File: config.mk
export PLATFORM = sky130hd
export DESIGN_NAME = div_sched
export DESIGN_NICKNAME = d
export VERILOG_FILES = /design/src/rtl/div_sched_pkg.sv /design/src/rtl/rr_arb.sv /design/src/rtl/div_sched.sv
export SDC_FILE = /design/constraint.sdc
export NUM_CORES = 1
export LEC_CHECK = 0
export CORE_MARGIN = 5
export CORE_UTILIZATION = 43
export CTS_CLUSTER_SIZE = 12
export DETAILED_ROUTE_END_ITERATION = 8
export PLACE_DENSITY_LB_ADDON = 0.2
export SYNTH_ARGS = -nofsm -noshare
export SYNTH_HDL_FRONTEND = slang
export SYNTH_SLANG_ARGS = --single-unit
File: constraint.sdc
create_clock -name CLK -period 2.7 [get_ports CLK]
set_input_delay 0.54 -clock CLK [delete_from_list [all_inputs] [get_ports CLK]]
set_output_delay 0.54 -clock CLK [all_outputs]
set_load 0.02 [all_outputs]
File: src/rtl/div_sched_pkg.sv
// Shared types and defaults for the divider request scheduler.
package div_sched_pkg;

  localparam int unsigned DEF_N_REQ   = 4;
  localparam int unsigned DEF_BW_DEND = 4;
  localparam int unsigned DEF_BW_DSOR = 3;

  typedef enum logic [1:0] {
    S_IDLE  = 2'd0,
    S_ISSUE = 2'd1,
    S_WAIT  = 2'd2,
    S_RESP  = 2'd3
  } state_t;

  // Bits needed to hold values 0..n-1, never less than one.
  function automatic int unsigned idx_width(input int unsigned n);
    return (n > 1) ? $clog2(n) : 1;
  endfunction

endpackage

File: src/rtl/rr_arb.sv
// Round-robin arbiter: the requester just after last_i has highest priority.
module rr_arb
  import div_sched_pkg::*;
#(
  parameter int unsigned N  = DEF_N_REQ,
  parameter int unsigned PW = idx_width(DEF_N_REQ)
) (
  input  logic [N-1:0]  req_i,
  input  logic [PW-1:0] last_i,
  output logic [N-1:0]  gnt_o
);

  logic [N-1:0] gnt_hi;
  logic [N-1:0] gnt_lo;
  logic         hit_hi;
  logic         hit_lo;

  // Lowest requester above last_i wins; otherwise wrap to the lowest overall.
  always_comb begin
    gnt_hi = '0;
    gnt_lo = '0;
    hit_hi = 1'b0;
    hit_lo = 1'b0;
    for (int unsigned j = 0; j < N; j++) begin
      if (req_i[j] && (PW'(j) > last_i) && !hit_hi) begin
        gnt_hi[j] = 1'b1;
        hit_hi    = 1'b1;
      end
      if (req_i[j] && !hit_lo) begin
        gnt_lo[j] = 1'b1;
        hit_lo    = 1'b1;
      end
    end
    gnt_o = hit_hi ? gnt_hi : gnt_lo;
  end

endmodule

File: src/rtl/div_sched.sv
// Shares one external serial divider among N_REQ requesters, one op at a time.
module div_sched
  import div_sched_pkg::*;
#(
  parameter int unsigned N_REQ   = DEF_N_REQ,
  parameter int unsigned BW_DEND = DEF_BW_DEND,
  parameter int unsigned BW_DSOR = DEF_BW_DSOR
) (
  input  logic                       CLK,
  input  logic                       RST,
  input  logic                       CLR,
  input  logic [N_REQ-1:0]           REQ,
  input  logic [N_REQ*BW_DEND-1:0]   DIVIDEND,
  input  logic [N_REQ*BW_DSOR-1:0]   DIVISOR,
  output logic [N_REQ-1:0]           GNT,
  output logic [N_REQ-1:0]           DONE,
  output logic [BW_DEND-1:0]         QUOT,
  output logic [BW_DSOR-1:0]         REM,
  output logic                       DZ,
  output logic                       ERR,
  output logic                       DIV_START,
  output logic [BW_DEND-1:0]         DIV_DIVIDEND,
  output logic [BW_DSOR-1:0]         DIV_DIVISOR,
  input  logic                       DIV_BUSY,
  input  logic [BW_DEND-1:0]         DIV_QUOT,
  input  logic [BW_DSOR-1:0]         DIV_REM
);

  localparam int unsigned    IW         = idx_width(N_REQ);
  localparam int unsigned    CW         = idx_width(BW_DEND + 1);
  localparam logic [CW-1:0]  WAIT_LIMIT = CW'(BW_DEND);
  localparam logic [IW-1:0]  LAST_RST   = IW'(N_REQ - 1);

  state_t               state_q, state_d;
  logic [IW-1:0]        last_q,  last_d;
  logic [IW-1:0]        idx_q,   idx_d;
  logic [BW_DEND-1:0]   dend_q,  dend_d;
  logic [BW_DSOR-1:0]   dsor_q,  dsor_d;
  logic [BW_DEND-1:0]   quot_q,  quot_d;
  logic [BW_DSOR-1:0]   rem_q,   rem_d;
  logic                 dz_q,    dz_d;
  logic                 err_q,   err_d;
  logic [CW-1:0]        wcnt_q,  wcnt_d;

  logic [N_REQ-1:0]     arb_gnt;
  logic [IW-1:0]        sel_idx;
  logic [BW_DEND-1:0]   sel_dend;
  logic [BW_DSOR-1:0]   sel_dsor;
  logic                 go;

  rr_arb #(
    .N  (N_REQ),
    .PW (IW)
  ) u_arb (
    .req_i  (REQ),
    .last_i (last_q),
    .gnt_o  (arb_gnt)
  );

  // Neither reset nor abort may let a pulse escape in the same cycle.
  assign go = !RST && !CLR;

  // Pick the winning requester's index and operand slices.
  always_comb begin
    sel_idx  = '0;
    sel_dend = '0;
    sel_dsor = '0;
    for (int unsigned j = 0; j < N_REQ; j++) begin
      if (arb_gnt[j]) begin
        sel_idx  = IW'(j);
        sel_dend = DIVIDEND[j*BW_DEND +: BW_DEND];
        sel_dsor = DIVISOR[j*BW_DSOR +: BW_DSOR];
      end
    end
  end

  // Decode the state-driven pulses toward requesters and the divider.
  always_comb begin
    GNT       = (state_q == S_IDLE && go) ? arb_gnt : '0;
    DIV_START = (state_q == S_ISSUE) && go;
    DONE      = '0;
    for (int unsigned j = 0; j < N_REQ; j++) begin
      DONE[j] = (state_q == S_RESP) && go && (idx_q == IW'(j));
    end
  end

  assign DIV_DIVIDEND = dend_q;
  assign DIV_DIVISOR  = dsor_q;
  assign QUOT         = quot_q;
  assign REM          = rem_q;
  assign DZ           = dz_q;
  assign ERR          = err_q;

  // Next-state and datapath updates; CLR keeps every held value and only drops to IDLE.
  always_comb begin
    state_d = state_q;
    last_d  = last_q;
    idx_d   = idx_q;
    dend_d  = dend_q;
    dsor_d  = dsor_q;
    quot_d  = quot_q;
    rem_d   = rem_q;
    dz_d    = dz_q;
    err_d   = err_q;
    wcnt_d  = wcnt_q;

    if (CLR) begin
      state_d = S_IDLE;
    end else begin
      unique case (state_q)
        S_IDLE: begin
          wcnt_d = '0;
          if (|REQ) begin
            last_d = sel_idx;
            idx_d  = sel_idx;
            dend_d = sel_dend;
            dsor_d = sel_dsor;
            if (sel_dsor == '0) begin
              quot_d  = '1;
              rem_d   = '0;
              dz_d    = 1'b1;
              err_d   = 1'b0;
              state_d = S_RESP;
            end else begin
              state_d = S_ISSUE;
            end
          end
        end
        S_ISSUE: begin
          wcnt_d  = '0;
          state_d = S_WAIT;
        end
        S_WAIT: begin
          if (!DIV_BUSY) begin
            quot_d  = DIV_QUOT;
            rem_d   = DIV_REM;
            dz_d    = 1'b0;
            err_d   = 1'b0;
            state_d = S_RESP;
          end else if (wcnt_q == WAIT_LIMIT) begin
            quot_d  = '0;
            rem_d   = '0;
            dz_d    = 1'b0;
            err_d   = 1'b1;
            state_d = S_RESP;
          end else begin
            wcnt_d = wcnt_q + 1'b1;
          end
        end
        S_RESP: begin
          state_d = S_IDLE;
        end
        default: begin
          state_d = S_IDLE;
        end
      endcase
    end
  end

  // State and datapath registers with synchronous reset.
  always_ff @(posedge CLK) begin
    if (RST) begin
      state_q <= S_IDLE;
      last_q  <= LAST_RST;
      idx_q   <= '0;
      dend_q  <= '0;
      dsor_q  <= '0;
      quot_q  <= '0;
      rem_q   <= '0;
      dz_q    <= 1'b0;
      err_q   <= 1'b0;
      wcnt_q  <= '0;
    end else begin
      state_q <= state_d;
      last_q  <= last_d;
      idx_q   <= idx_d;
      dend_q  <= dend_d;
      dsor_q  <= dsor_d;
      quot_q  <= quot_d;
      rem_q   <= rem_d;
      dz_q    <= dz_d;
      err_q   <= err_d;
      wcnt_q  <= wcnt_d;
    end
  end

endmodule
==> impl_results.md, run 1 <==
- Clock buffer count from CTS: 3
- First-pass GRT wire length: 8.27 mm
- Ratio of cells with drive above 1 in the final layout: 16.0%
- CP Cell Sequence: clkdlybuf4s50_1, buf_4, o21a_1, o22ai_1, and2_1, and3_1, clkdlybuf4s15_1
- Worst setup SP type: input port
- Delay-heaviest family, CP: buffers and inverters
- Wire length per cell: 15.4 um
- FMAX: 378 MHz
- # fillers: roughly 320
- Clock network power share: 20.9%
- Post-synth net total: 244
- Netlist cell types: 49
- CTS tree: built
- Pre-antenna DRT Iters: 4
- P_sw: between 0.3 and 0.4 mW
- Total wire length after detailed routing: 5.09 mm
- Yosys warnings: 0
- Die area: 5210 um2
- Async SR Flop Fraction: 0%
- Final Core Density: a little over two thirds
- Initial antenna violation count: 0
- Die Y: 72.2 um
- Status: completed
- RSZ-0062 raised after global routing: no
- Clock Sink Count: 25
- Largest net degree at the start of global routing: 31
- Via total after detailed routing: ~1.7k
- Clk pin slew, worst setup/hold paths: 0.09 ns
- Clock latency at the later pin of the worst-skew pair: between 0.2 and 0.3 ns
- Num rows: 22
- Number of vias per cell: 5.29
- CTS Buffer Depth: 2
- H-tree depth: 1
- Syn-to-layout area delta: 56.5%
- Vias in the first global route: 1,780
- Dpl cell area: 2550 um2
- Crit-path max cell delay: 0.42 ns
- Layout Nets: 334
- Inserted Diodes: 0
- Crit path max fanout: 7
- Crit path kind: in -> out
- Gr usage total: 19.6%
- Congestion Overflow GR: 0
- Most frequent cells in the layout: 56 x clkdlybuf4s50_1, 29 x buf_4, 25 x dfxtp_1, 22 x nor2_1
- Hold Fails Final Rpt: 0
- Clock period minus worst slack: 2.65 ns
- Number of port buffers: 67
- Pwr dens: 410 nW/um2
- Synth Instances: 193
- Final setup fails: 0
- Post-CTS setup buffers: 0
- # hold bufs at CTS: 0
- Pre-CTS WS: -0.244 ns
- Cell area after layout: ~2600 um2
- Syn Std Cell Area: roughly 1700 um2
- Die W: 72.2 um
- Max Cap Viol: 0
- Most used flip-flop cell after synthesis: dfxtp_1
- Post-synth EDFFs: 0
- Clk root buf: clkbuf_8
- Routability congestion estimate from global placement: about 0.86
- Comb power frac: about two fifths
- Total leakage power: approximately 1.2 nW
- Worst hold path class: reg -> reg
- I/O pins: 68
- Register area share after synthesis: between 30 and 40%
- Crit path capture type: primary output
- Max-slew headroom: 15.5%
- Yosys reg bits: 25
- HPWL Detailed: 3.96 mm
- WP buf/inv: 3
- Slew Viols, Final: 0
- Slowest CP cell: clkdlybuf4s50_1
- Setup slack after layout: 0.0510 ns
- Avg Cell Area, Syn: 8.61 um2
- Worst slew pin tran: 1.26 ns
- Sequential share of power: between 30% and 40%
- Initial Util: 44.7%
- Cell internal pwr: 0.734 mW
- Sw frac: 31.1%
- Core footprint: 3720 um2
- Period utilisation layout: 98.1%
- Worst Path Required: 2.16 ns
- Peak supply drop: 0.271 mV
- Power Total: 1.07 mW
- Post-route ant nets: 0
- Initial DRC Count: 50
- Crit path DAT: 2.11 ns
- DR DRC count: 0
- Setup Skew: 0.00559 ns
- Commonest non-fill, non-tap cell in the layout: clkdlybuf4s50_1
## registers in the layout (all words and copies together), names as in the netlist, 2 cells and up
register / count
wcnt_q: 3
REM: 3
last_q: 2
idx_q: 2
DIV_DIVIDEND: 4
state_q: 2
DIV_DIVISOR: 3
QUOT: 4
## routing by layer
metal	track usage (%)	vias up	wire [um]
met5	0	-	0
met4	4.18	0	39
met3	3.46	4	301
met2	32.8	58	2330
met1	26.3	808	2420
li1	-	877	-
## final timing paths
check / startpoint / to / slack, ns / depth (start not counted)
setup reg to reg: state_q[0]$_SDFFE_PN0P_ / DIV_DIVISOR[1]$_SDFFE_PP0P_ / 0.36 / 6
hold / removal: REM[1]$_SDFFE_PP0P_ / REM[1]$_SDFFE_PP0P_ / 0.48 / 2
hold reg to reg: REM[1]$_SDFFE_PP0P_ / REM[1]$_SDFFE_PP0P_ / 0.48 / 2
setup / recovery: REQ[0] / GNT[1] / 0.05 / 7
## worst register-to-register path, stage by stage, from the launching register on
cell and delay [ns]:
dfxtp_1 0.37, inv_1 0.12, ha_1 0.32, nor3b_1 1.05, o311a_1 0.31, a21oi_1 0.04, nor2_1 0.07
## cell usage after synthesis (2+ instances only)
| library cell | number | share of area [%] |
|---|---|---|
| nor2_1 | 22 | 5.0 |
| a22oi_1 | 4 | 1.8 |
| and3_1 | 8 | 3.0 |
| mux2_4 | 4 | 3.6 |
| a31oi_1 | 3 | 1.1 |
| mux2i_1 | 4 | 2.4 |
| o21ai_0 | 2 | 0.60 |
| buf_6 | 2 | 1.4 |
| nor3b_1 | 2 | 0.90 |
| a211oi_1 | 6 | 2.7 |
| o21bai_1 | 6 | 2.7 |
| and2_1 | 3 | 1.1 |
| nor2b_1 | 6 | 2.3 |
| a221oi_1 | 4 | 2.1 |
| dfxtp_1 | 25 | 30 |
| a2bb2oi_1 | 2 | 1.1 |
| clkbuf_1 | 7 | 1.6 |
| inv_1 | 6 | 1.4 |
| ha_1 | 8 | 6.0 |
| nand3_1 | 3 | 0.90 |
| nand2b_1 | 11 | 4.1 |
| o22ai_1 | 2 | 0.75 |
| nand3b_1 | 4 | 1.8 |
| nor3_1 | 8 | 2.4 |
| nand2_1 | 7 | 1.6 |
| a21oi_1 | 11 | 3.3 |
## cell families after synthesis
family	share of synthesized area, %
buffers and inverters	5.05
adder cells (fa/ha/maj)	6.02
AO/OA/AOI/OAI	23.8
multiplexers	6.02
flip-flops	30.1
AND/OR/NAND/NOR	29.0
## metrics by stage
stage / setup TNS [ns] / std cells / hold WS, ns
after floorplan: 0 / 193 / 0.463
after global placement: -2.40 / 326 / 0.460
after detailed placement: -2.72 / 326 / 0.475
after CTS: 0 / 330 / 0.487
after global routing: 0 / 330 / 0.518
final: 0 / 330 / 0.481
## what timing repair did
action | 4_1_cts | 5_1_grt
resized for setup | 5 | 9
setup endpoints to repair | 4 | 8
pin swaps | 0 | 3
## power groups by stage
stage / Clock [mW] / Combinational [mW] / Sequential [mW]
6_report: 0.223 / 0.419 / 0.424
5_1_grt: 0.246 / 0.450 / 0.429
4_1_cts: 0.228 / 0.420 / 0.423
3_5_place_dp: 0 / 0.420 / 0.431
3_3_place_gp: 0 / 0.416 / 0.431
2_1_floorplan: 0 / 0.203 / 0.451
## layout make-up
type / instances / area [um2] / area share (%)
timing repair buffer: 96 / 895 / 34.4
multi-input combinational: 151 / 1080 / 41.4
inverter: 6 / 22.5 / 0.866
sequential: 25 / 500 / 19.2
tap: 48 / 60.1 / 2.31
clock buffer: 4 / 45.0 / 1.73
Power figures use the tool's default switching activity.
==> inputs of run 2 (changes only) <==
Settings changed: CTS_CLUSTER_SIZE 12 to not set.
==> results of run 2 <==
Final layout, timing and power as in run 1 (identical DEF).
==> inputs of run 3 (changes only) <==
Settings changed: SKIP_CTS_REPAIR_TIMING set to 1.
==> run 3 against run 2 <==
Effect of this change:
- critical path depth is the same
- sequential power hardly changed
- core utilization is 0.57 points higher
- register-to-register slack barely moved
- largest power group unchanged
- flip-flop and latch count is the same
- clock power barely moved
==> impl_results.md, run 3 (synthesis gave the netlist of run 1 again) <==
- H-tree depth: 1
- Crit path DAT: a little over 2 ns
- Setup TNS: 0 ns
- Worst slew pin tran: 1.27 ns
- Crit path kind: in -> out
- Clock latency at the later pin of the worst-skew pair: 0.26 ns
- Clock Sink Count: 25
- FF-to-FF Start: state_q[0]$_SDFFE_PN0P_
- Die area: roughly 5200 um2
- Pre-antenna DRT Iters: 4
- Num rows: 22
- Layout Nets: 334
- Clk pin slew, worst setup/hold paths: 0.09 ns
- Initial DRC Count: 60
- Syn-to-layout area delta: 57.8%
- Gr usage total: between 10% and 20%
- Clk root buf: clkbuf_8
- Hold Fails Final Rpt: 0
- Worst Hold End: REM[1]$_SDFFE_PP0P_
- RSZ-0062 raised after global routing: no
- HP Start: REM[1]$_SDFFE_PP0P_
- Initial antenna violation count: 0
- Peak supply drop: roughly 0.27 mV
- Setup slack after layout: 0.120 ns
- HPWL Detailed: 3.96 mm
- Clock buffer count from CTS: 3
- Slew Viols, Final: 0
- I/O pins: 68
- Wire length per cell: 15.4 um
- Number of port buffers: 67
- Most frequent cells in the layout: 56 x clkdlybuf4s50_1, 29 x buf_4, 25 x dfxtp_1, 22 x nor2_1
- Initial Util: 44.7%
- Inserted Diodes: 0
- Max Cap Viol: 0
- Period utilisation layout: 95.6%
- Core footprint: 3720 um2
- Worst Path Required: 2.16 ns
- Worst r2r path cells: 6
- Routability congestion estimate from global placement: 0.856
- Power Total: 1.07 mW
- CTS tree: built
- Pre-CTS WS: -0.244 ns
- Hold depth: 2
- CTS Buffer Depth: 2
- Total wire length after detailed routing: 5.07 mm
- Ratio of cells with drive above 1 in the final layout: around 16%
- Commonest non-fill, non-tap cell in the layout: clkdlybuf4s50_1
- Worst R2R Setup Slack: 0.37 ns
- Final Core Density: 70.5%
- Clock period minus worst slack: ~2.6 ns
- FMAX: 388 MHz
- Post-route ant nets: 0
- Vias in the first global route: 1,780
- Max-slew headroom: 15.1%
- Total leakage power: 1.23 nW
- Die Y: 72.2 um
- Crit path capture type: primary output
- Pwr dens: 407 nW/um2
- Final setup fails: 0
- Worst hold path class: reg -> reg
- Congestion Overflow GR: 0
- Crit path max fanout: 7
- Status: completed
- Via total after detailed routing: 1,769
- First-pass GRT wire length: approximately 8.3 mm
- Setup Skew: between 0.002 and 0.003 ns
- DR DRC count: 0
- Number of vias per cell: 5.36
- Die W: a little over 70 um
- Worst setup SP type: input port
- Largest net degree at the start of global routing: 31
- Reg-to-Reg End: DIV_DIVISOR[1]$_SDFFE_PP0P_
## run 3: changes by cell type in the layout (fill, tap and decap cells not counted), sizes merged
| cell | delta |
|---|---|
| clkbuf | -1 |
| clkdlybuf4s15 | -1 |
| dlygate4sd2 | -3 |
| dlymetal6s2s | +5 |
## run 3: worst max-delay path by stage
stage               cells after the start                   end  slack (ns)    from
floorplan                               9  QUOT[0]$_SDFFE_PP0P_        0.39  REQ[1]
global placement                        6                GNT[3]       -0.24  REQ[1]
detailed placement                      6                GNT[3]       -0.24  REQ[1]
CTS                                     6                GNT[3]       -0.27  REQ[1]
global route                           10   REM[2]$_SDFFE_PP0P_        0.03  REQ[0]
finish                                  7                GNT[1]        0.12  REQ[0]
## run 3: layout make-up
class / count / area [um2]
fill: 313 / 1090
tap: 48 / 60.1
clock buffer: 4 / 45.0
multi-input combinational: 151 / 1080
timing repair buffer: 96 / 916
inverter: 6 / 22.5
sequential: 25 / 500
## run 3: stage by stage
step | cells | instance area (um2) | hold WS [ns]
floorplan | 193 | 1660 | 0.463
global placement | 326 | 2550 | 0.460
detailed placement | 326 | 2550 | 0.475
CTS | 330 | 2590 | 0.487
global route | 330 | 2620 | 0.518
finish | 330 | 2620 | 0.480
## run 3: critical path, cell delays in order
cell             delay (ns)
clkdlybuf4s50_1        0.42
buf_4                  0.16
o21a_1                 0.17
o22ai_1                0.20
and2_1                 0.18
and3_1                 0.15
dlymetal6s2s_1         0.22
## run 3: power breakdown
group | internal, mW | switching (mW)
combinational | 0.231 | 0.190
clock | 0.105 | 0.116
sequential | 0.399 | 0.0243
## run 3: routing by layer
metal	track usage [%]	share of wire, %
met1	26.3	47
met2	32.8	46
met3	3.46	5.4
met4	4.18	0.77
met5	0	0
